**src/rtl/bcd_pkg.sv**
```systemverilog
// Shared BCD definitions: digit type, digit constants and packed-BCD helpers
// used by the multi-digit counter and its per-digit step logic.
package bcd_pkg;

    localparam int BCD_DIGIT_W = 4;

    typedef logic [BCD_DIGIT_W-1:0] bcd_digit_t;

    localparam bcd_digit_t BCD_NINE = 4'd9;
    localparam bcd_digit_t BCD_ZERO = 4'd0;

    function automatic logic is_valid_bcd(input bcd_digit_t digit);
        return digit <= BCD_NINE;
    endfunction

    // Packed-BCD magnitude a <= b over the low n digits (n up to 8); the most
    // significant differing digit decides, equal values compare as true.
    function automatic logic bcd_le(input logic [31:0] a, input logic [31:0] b, input int n);
        logic le;
        le = 1'b1;
        for (int i = 0; i < 8; i++) begin
            if (i < n) begin
                if (a[i*BCD_DIGIT_W +: BCD_DIGIT_W] > b[i*BCD_DIGIT_W +: BCD_DIGIT_W])
                    le = 1'b0;
                else if (a[i*BCD_DIGIT_W +: BCD_DIGIT_W] < b[i*BCD_DIGIT_W +: BCD_DIGIT_W])
                    le = 1'b1;
            end
        end
        return le;
    endfunction

endpackage

```
**src/rtl/bcd_digit_step.sv**
```systemverilog
// Combinational single BCD digit step: increments or decrements one digit when
// step_in is set and reports a carry/borrow into the next digit.
module bcd_digit_step
    import bcd_pkg::*;
(
    input  logic [3:0] digit,
    input  logic       step_in,
    input  logic       up_dn,
    output logic [3:0] digit_next,
    output logic       step_out
);

    always_comb begin
        digit_next = digit;
        step_out   = 1'b0;
        if (step_in) begin
            if (up_dn) begin
                if (digit == BCD_NINE) begin
                    digit_next = BCD_ZERO;
                    step_out   = 1'b1;
                end else begin
                    digit_next = digit + 4'd1;
                end
            end else begin
                if (digit == BCD_ZERO) begin
                    digit_next = BCD_NINE;
                    step_out   = 1'b1;
                end else begin
                    digit_next = digit - 4'd1;
                end
            end
        end
    end

endmodule

```
**src/rtl/bcd_counter.sv**
```systemverilog
// Multi-digit packed-BCD up/down counter with clear, validated parallel load,
// programmable terminal value and registered wrap / load-reject pulses.
module bcd_counter
    import bcd_pkg::*;
#(
    parameter int                        NUM_DIGITS  = 4,
    parameter logic [4*NUM_DIGITS-1:0]   MAX_VALUE   = {NUM_DIGITS{4'h9}},
    parameter logic [4*NUM_DIGITS-1:0]   RESET_VALUE = '0
) (
    input  logic                      clk,
    input  logic                      rst_n,
    input  logic                      clear,
    input  logic                      load,
    input  logic [4*NUM_DIGITS-1:0]   load_val,
    input  logic                      en,
    input  logic                      up_dn,
    output logic [4*NUM_DIGITS-1:0]   count,
    output logic                      tc,
    output logic                      load_err
);

    localparam int W = BCD_DIGIT_W * NUM_DIGITS;

    logic [W-1:0]        count_q, count_d;
    logic                tc_q, tc_d;
    logic                load_err_q, load_err_d;
    logic [W-1:0]        count_step;
    logic [NUM_DIGITS:0] step;
    logic                step_unused;
    logic [31:0]         load_val_ext;
    logic [31:0]         max_ext;
    logic                digits_valid;
    logic                load_ok;

    // Digit 0 always steps; the chain decides how far the carry/borrow reaches.
    assign step[0]     = 1'b1;
    assign step_unused = step[NUM_DIGITS];

    for (genvar g = 0; g < NUM_DIGITS; g++) begin : g_digit
        bcd_digit_step u_step (
            .digit      (count_q[g*BCD_DIGIT_W +: BCD_DIGIT_W]),
            .step_in    (step[g]),
            .up_dn      (up_dn),
            .digit_next (count_step[g*BCD_DIGIT_W +: BCD_DIGIT_W]),
            .step_out   (step[g+1])
        );
    end

    assign load_val_ext = 32'(load_val);
    assign max_ext      = 32'(MAX_VALUE);

    always_comb begin
        digits_valid = 1'b1;
        for (int i = 0; i < NUM_DIGITS; i++) begin
            if (!is_valid_bcd(load_val[i*BCD_DIGIT_W +: BCD_DIGIT_W]))
                digits_valid = 1'b0;
        end
    end

    assign load_ok = digits_valid && bcd_le(load_val_ext, max_ext, NUM_DIGITS);

    always_comb begin
        count_d    = count_q;
        tc_d       = 1'b0;
        load_err_d = 1'b0;
        if (clear) begin
            count_d = '0;
        end else if (load) begin
            if (load_ok)
                count_d = load_val;
            else
                load_err_d = 1'b1;
        end else if (en) begin
            // Terminal wrap overrides the digit chain so count never exceeds MAX_VALUE.
            if (up_dn) begin
                if (count_q == MAX_VALUE) begin
                    count_d = '0;
                    tc_d    = 1'b1;
                end else begin
                    count_d = count_step;
                end
            end else begin
                if (count_q == '0) begin
                    count_d = MAX_VALUE;
                    tc_d    = 1'b1;
                end else begin
                    count_d = count_step;
                end
            end
        end
    end

    always_ff @(posedge clk or negedge rst_n) begin
        if (!rst_n) begin
            count_q    <= RESET_VALUE;
            tc_q       <= 1'b0;
            load_err_q <= 1'b0;
        end else begin
            count_q    <= count_d;
            tc_q       <= tc_d;
            load_err_q <= load_err_d;
        end
    end

    assign count    = count_q;
    assign tc       = tc_q;
    assign load_err = load_err_q;

endmodule

```
**config.mk**
```make
export PLATFORM = sky130hd
export DESIGN_NAME = bcd_counter
export DESIGN_NICKNAME = d
export VERILOG_FILES = /design/src/rtl/bcd_pkg.sv /design/src/rtl/bcd_digit_step.sv /design/src/rtl/bcd_counter.sv
export SDC_FILE = /design/constraint.sdc
export NUM_CORES = 1
export LEC_CHECK = 0
export CORE_MARGIN = 3
export CORE_UTILIZATION = 50
export DETAILED_ROUTE_END_ITERATION = 16
export DONT_BUFFER_PORTS = 1
export PLACE_DENSITY = 0.65
export SLEW_MARGIN = 40
export SYNTH_ARGS = -nofsm -noshare
export SYNTH_HDL_FRONTEND = slang
export SYNTH_SLANG_ARGS = --single-unit
export TNS_END_PERCENT = 10
```
**constraint.sdc**
```tcl
create_clock -name clk -period 4.4 [get_ports clk]
set_clock_uncertainty 0.1 [all_clocks]
set_input_delay 0.22 -clock clk [delete_from_list [all_inputs] [get_ports clk]]
set_output_delay 0.22 -clock clk [all_outputs]
set_load 0.05 [all_outputs]
```
=== Word-level counts from Yosys, hierarchy flattened ===
Index checks and enable logic that the tools add are counted.

* Add/subtract/negate cells: 8
* Order comparisons: 11
* Equality and inequality tests: 6
* Muxes and demuxes: 53
* Reduce and logical (&&, ||, !) cells: 8

{| class="wikitable"
|+ Operators with widths
! cell !! count
|-
| 16-bit two-way mux || 7
|-
| 4-bit two-way mux || 15
|-
| 1-bit two-way mux || 31
|-
| 4-bit by 1-bit adder with 4-bit output (second input constant) || 4
|-
| 16-bit equality test (second input constant) || 1
|-
| 4-bit equality test (second input constant) || 4
|-
| 4-bit greater-than comparator (second input constant) || 4
|-
| 4-bit less-or-equal comparator (second input constant) || 4
|-
| 16-bit logical NOT || 1
|-
| 4-bit logical NOT || 4
|-
| 4-bit by 1-bit subtractor with 4-bit output (second input constant) || 4
|-
| 4-bit < comparator (second input constant) || 3
|-
| 3-bit by 2-bit inequality test with 1-bit output (second input constant) || 1
|-
| 3-bit nonzero test || 1
|-
| 2-bit AND reduction || 1
|-
| 1-bit logical AND || 1
|}

* Bits in registers: 18
* Output and inout bits: 18
* Logic and storage cells: 89

=== Depth between registers and ports, before layout ===
* Word-level depth: 12
* Mapped depth: 9
* Gate-level depth less buffers: 8

=== Modules after synthesis ===
From an unflattened synthesis, not the netlist that was laid out.

* Cell total of the unflattened synthesis: 238
* Area, all modules: 1,801.7 um^2

{| class="wikitable"
|+ By module, submodules not included
! module !! times used !! cells an instance !! area each (um^2) !! seq. area each (um^2)
|-
| bcd_counter || 1 || 114 || 935.9 || 450.4
|-
| bcd_digit_step || 4 || 31 || 216.5 || 0.0
|}

=== Worst setup path after synthesis ===
OpenSTA, ideal clock, no wires.

* Kind: reg2reg
* Start point: register count_q[1], in the netlist count[1]
* End point: register count_q[15], in the netlist count[15]
* Setup time: 0.121 ns
* Data arrival time: 2.099 ns
* Path slack: 2.080 ns
* Cell stages (with the launch flop): 10
* Path buffers: 1
* Clock period less this slack: 2.320 ns
* Path through: dfrtp_1 -> inv_1 -> ha_1 -> and4b_1 -> buf_2 -> o221a_1 -> and2_4 -> nor2b_4 -> a22oi_2 -> o21ai_2

* Cells in the longest elaborated chain, start to end: 11
* Elaborated cells between the ends (all ways): 16
* Classes of those cells: eq/ne (2); mux (12); reduce/logical (2)

{| class="wikitable"
|+ RTL lines
! item !! line !! RTL
|-
| from (decl) || bcd_counter.sv:24 || <nowiki>logic [W-1:0] count_q, count_d;</nowiki>
|-
| from (signal assigned) || bcd_counter.sv:99 || <nowiki>count_q <= count_d;</nowiki>
|-
| 4-bit equality test / 4-bit logical NOT (equally long branches) || bcd_digit_step.sv:18, bcd_digit_step.sv:25 ||
|-
| 1-bit two-way mux, on equally long branches || bcd_digit_step.sv:18, bcd_digit_step.sv:25 ||
|-
| 1-bit two-way mux || bcd_digit_step.sv:17 || <nowiki>if (up_dn) begin</nowiki>
|-
| 1-bit two-way mux (2 in series) || bcd_digit_step.sv:16 || <nowiki>if (step_in) begin</nowiki>
|-
| 4-bit two-way mux || bcd_digit_step.sv:16 ||
|-
| 16-bit two-way mux, on equally long branches || bcd_counter.sv:83, bcd_counter.sv:76 ||
|-
| 16-bit two-way mux * || bcd_counter.sv:75 || <nowiki>if (up_dn) begin</nowiki>
|-
| 16-bit two-way mux * || bcd_counter.sv:73 || <nowiki>end else if (en) begin</nowiki>
|-
| 16-bit two-way mux * || bcd_counter.sv:68 || <nowiki>end else if (load) begin</nowiki>
|-
| 16-bit two-way mux * || bcd_counter.sv:66 || <nowiki>if (clear) begin</nowiki>
|}

Mark *: on every way between the ends. The rest lies on a longest branch, timed or not. The select of a mux whose other input is x is not followed.
A chain may end at the register's enable or synchronous reset.

=== Worst setup path in the final report ===
* Start point: register count_q[12], in the netlist count[12]
* End point: register count_q[9], in the netlist count[9]

* Cells in the longest elaborated chain, start to end: 6
* Elaborated cells between the ends (all ways): 8
* Classes of those cells: eq/ne (1); mux (6); reduce/logical (1)

{| class="wikitable"
|+ RTL lines
! item !! line
|-
| 16-bit equality test / 16-bit logical NOT (equally long branches) || bcd_counter.sv:76, bcd_counter.sv:83
|-
| 16-bit two-way mux, on equally long branches || bcd_counter.sv:76, bcd_counter.sv:83
|-
| 16-bit two-way mux * || bcd_counter.sv:75
|-
| 16-bit two-way mux * || bcd_counter.sv:73
|-
| 16-bit two-way mux * || bcd_counter.sv:68
|-
| 16-bit two-way mux * || bcd_counter.sv:66
|}

Marked as above.

==> flow_metrics.env <==
export IMPL_status="complete, no violations"
export IMPL_cp_required_ns=4.44
export IMPL_place_area_mm2=0.00185
export IMPL_final_seq_area_um2=450
export IMPL_crit_type="flop to flop"
export IMPL_die_area_mm2=0.00449
export IMPL_avgSynthCellArea_um2=7.92
export IMPL_start_util_pct=53.7
export IMPL_drt_iter0_drc=129
export IMPL_crit_path_start_kind="flop"
export IMPL_synth_seq_cells=18
export IMPL_final_antenna_net_count=0
export IMPL_clkSlewWorstSetupHoldPaths_ns=0.08
export IMPL_hold_class="input port to flop"
export IMPL_peakVddDrop_mv=0.205
export IMPL_rsz0062_at_grt="false"
export IMPL_yosysTopAreaCell="dfrtp_1"
export IMPL_num_nets_final=266
export IMPL_synthDistinctLibCells=64
export IMPL_dr_max_layer_used="met4"
export IMPL_routed_wl_um=4850
export IMPL_min_period_ns=2.58
export IMPL_root_buffer="clkbuf_8"
export IMPL_setup_worst_path_end_class="flop"
export IMPL_p_leak_nw=0.775
export IMPL_synthesis_area_mm2=0.00186
export IMPL_path_max_fanout=8
export IMPL_report_final_hold_viol_count=0
export IMPL_via_per_inst=6.39
export IMPL_antenna_cells=0
export IMPL_dr_pass1_iters=4
export IMPL_cts_tree="done"
export IMPL_grt_pass1_vias=1692
export IMPL_cap_viol_max_count=0
export IMPL_arrival_ns=2.62
export IMPL_switching_power_uw=260
export IMPL_die_h_um=67.0
export IMPL_wl_met1_um=2110
export IMPL_final_util_pct=55.7
export IMPL_p_clk_share_pct=23.4
export IMPL_vias=1771
export IMPL_floorplan_rows=21
export IMPL_core_mm2=0.00347
export IMPL_cellPowerDensity_mw_per_mm2=308
export IMPL_multi_input_area_mm2=0.00128
export IMPL_synth_top_area_share_pct=24.2
export IMPL_drive_gt1_share_pct=11.3
export IMPL_synth_edf_count=0
export IMPL_n_fill_cell=341
export IMPL_grtUsageTotal_pct=23.1
export IMPL_internal_power_uw=336
export IMPL_dr_wl_met3_um=446
export IMPL_slew_violations=0
export IMPL_htree_levels=1
export IMPL_startpoint="count[12]$_DFFE_PN0P_"
export IMPL_boundaryPins=40
export IMPL_cts_buffers=3
export IMPL_grt_pass1_wl_um=8010
export IMPL_p_comb_share_pct=29.6
export IMPL_port_buffers=0
export IMPL_tightest_slew_ns=0.779
export IMPL_crit_end="count[9]$_DFFE_PN0P_"
export IMPL_ys_flop_type="dfrtp_1"
export IMPL_netlist_instances=235
export IMPL_place_gp_congestion=0.894
export IMPL_r2r_end="count[9]$_DFFE_PN0P_"
export IMPL_maxSlewHeadroom_pct=48.1
export IMPL_dr_wl_met2_um=2250
export IMPL_ctsResizeCount=0
export IMPL_yosys_warnings=0
export IMPL_grt_max_degree=33
export IMPL_ys_top_cells_by_area="dfrtp_1 (24%), ha_1 (8.1%), nand2_1 (6.7%)"
export IMPL_dp_final_hpwl_um=3660
export IMPL_cts_buffer_depth=2
export IMPL_synth_common_cells="nand2_1 (33), o21ai_0 (21), dfrtp_1 (18)"
export IMPL_antenna_found_initial=0
export IMPL_clock_latency_ns=0.26
export IMPL_area_growth_pct=3.83
export IMPL_cts_sinks=18
export IMPL_async_reset_ff_share_pct=100
export IMPL_setup_viol=0
export IMPL_r2r_start="count[12]$_DFFE_PN0P_"
export IMPL_holdWs_ns=0.0330
export IMPL_drcViolationCount=0
export IMPL_seq_power_share_pct=47.0
export IMPL_holdBufCountCts=2
export IMPL_postCtsSetupBuffers=0
export IMPL_fmax_ghz=0.388
export IMPL_setup_tns_final_ns=0
export IMPL_wl_per_cell_um=17.5
export IMPL_seq_area_frac_synth_pct=24.2
export IMPL_yosysMostFrequentCell="nand2_1"
export IMPL_synthesis_nets=269
export IMPL_grt_overflow_total=0
export IMPL_reg2reg_slack_ns=1.82
export IMPL_min_period_over_period_pct=58.6
export IMPL_reg2regPathDepth=7
export IMPL_power_switching_share_pct=43.6
export IMPL_final_area_mm2=0.00193
export IMPL_fp_dieW_um=67.0
==> kinds of logic (layout without fill, tap and decap cells) <==
group           after synthesis  in the layout  share of synthesized area, %
simple gates                 91             91                          27.0
xor+xnor                      2              2                         0.941
mux                           2              2                          1.81
compound gates               83             83                          30.8
buf+inv                      27             23                          7.19
fa+ha+maj                    12             12                          8.06
flops                        18             18                          24.2
==> cells in the final DEF (no fill, tap or decap), types with 3 or more instances in the layout <==
cell type	n
nor2b_1	4
inv_1	14
and3b_1	3
a31oi_1	3
nor3b_1	4
nand2b_1	3
a21oi_1	15
and3_1	3
ha_1	12
o21ai_2	3
o21bai_1	4
o21ai_1	6
o21ai_0	21
nand3_1	12
nand2_1	33
nor2_1	10
dfrtp_1	18
clkbuf_8	4
==> layer usage <==
metal	vias up	track usage [%]
li1	857	-
met5	-	0
met3	4	4.89
met2	68	36.2
met4	0	6.58
met1	842	31.6
==> registers in the layout, summed over array words and instances, names as in the netlist <==
| name | cells |
|---|---|
| count | 16 |
| load_err | 1 |
| tc | 1 |
==> area by class of cell <==
| cell class | count | area share [%] |
|---|---|---|
| well taps | 46 | 2.98 |
| repair buffers | 5 | 2.07 |
| clock buffers | 4 | 2.85 |
| flip-flops and latches | 18 | 23.3 |
| multi-input cells | 190 | 66.1 |
| inverters | 14 | 2.72 |
==> stage by stage <==
step | total power, mW | instances | setup slack (ns)
floorplan | 0.423 | 235 | 2.08
global placement | 0.448 | 270 | 1.92
detailed placement | 0.452 | 270 | 1.88
CTS | 0.596 | 276 | 1.86
global route | 0.633 | 277 | 1.59
finish | 0.596 | 277 | 1.82
==> power by group through the flow <==
stage | registers (mW) | clock network (mW) | logic (mW)
after floorplan | 0.267 | 0 | 0.157
after global placement | 0.282 | 0 | 0.165
after detailed placement | 0.284 | 0 | 0.169
after CTS | 0.280 | 0.142 | 0.175
after global routing | 0.285 | 0.149 | 0.199
final | 0.280 | 0.140 | 0.176
==> worst max-delay path, stage by stage (launching register included) <==
cell	delay, ns
dfrtp_1	0.63
inv_1	0.18
ha_1	0.23
nor3b_1	0.32
nand2_1	0.15
o311ai_1	0.40
o21ai_1	0.19
a22o_1	0.27
==> worst min path at each step <==
stage / start / to / cells after the start
2_1_floorplan: rst_n / count[0]$_DFFE_PN0P_ / 0
3_3_place_gp: rst_n / count[3]$_DFFE_PN0P_ / 0
3_5_place_dp: rst_n / count[3]$_DFFE_PN0P_ / 0
4_1_cts: clear / count[3]$_DFFE_PN0P_ / 3
5_1_grt: en / tc$_DFF_PN0_ / 1
6_report: clear / count[3]$_DFFE_PN0P_ / 3
No activity file was read; power rests on OpenSTA's default activity.
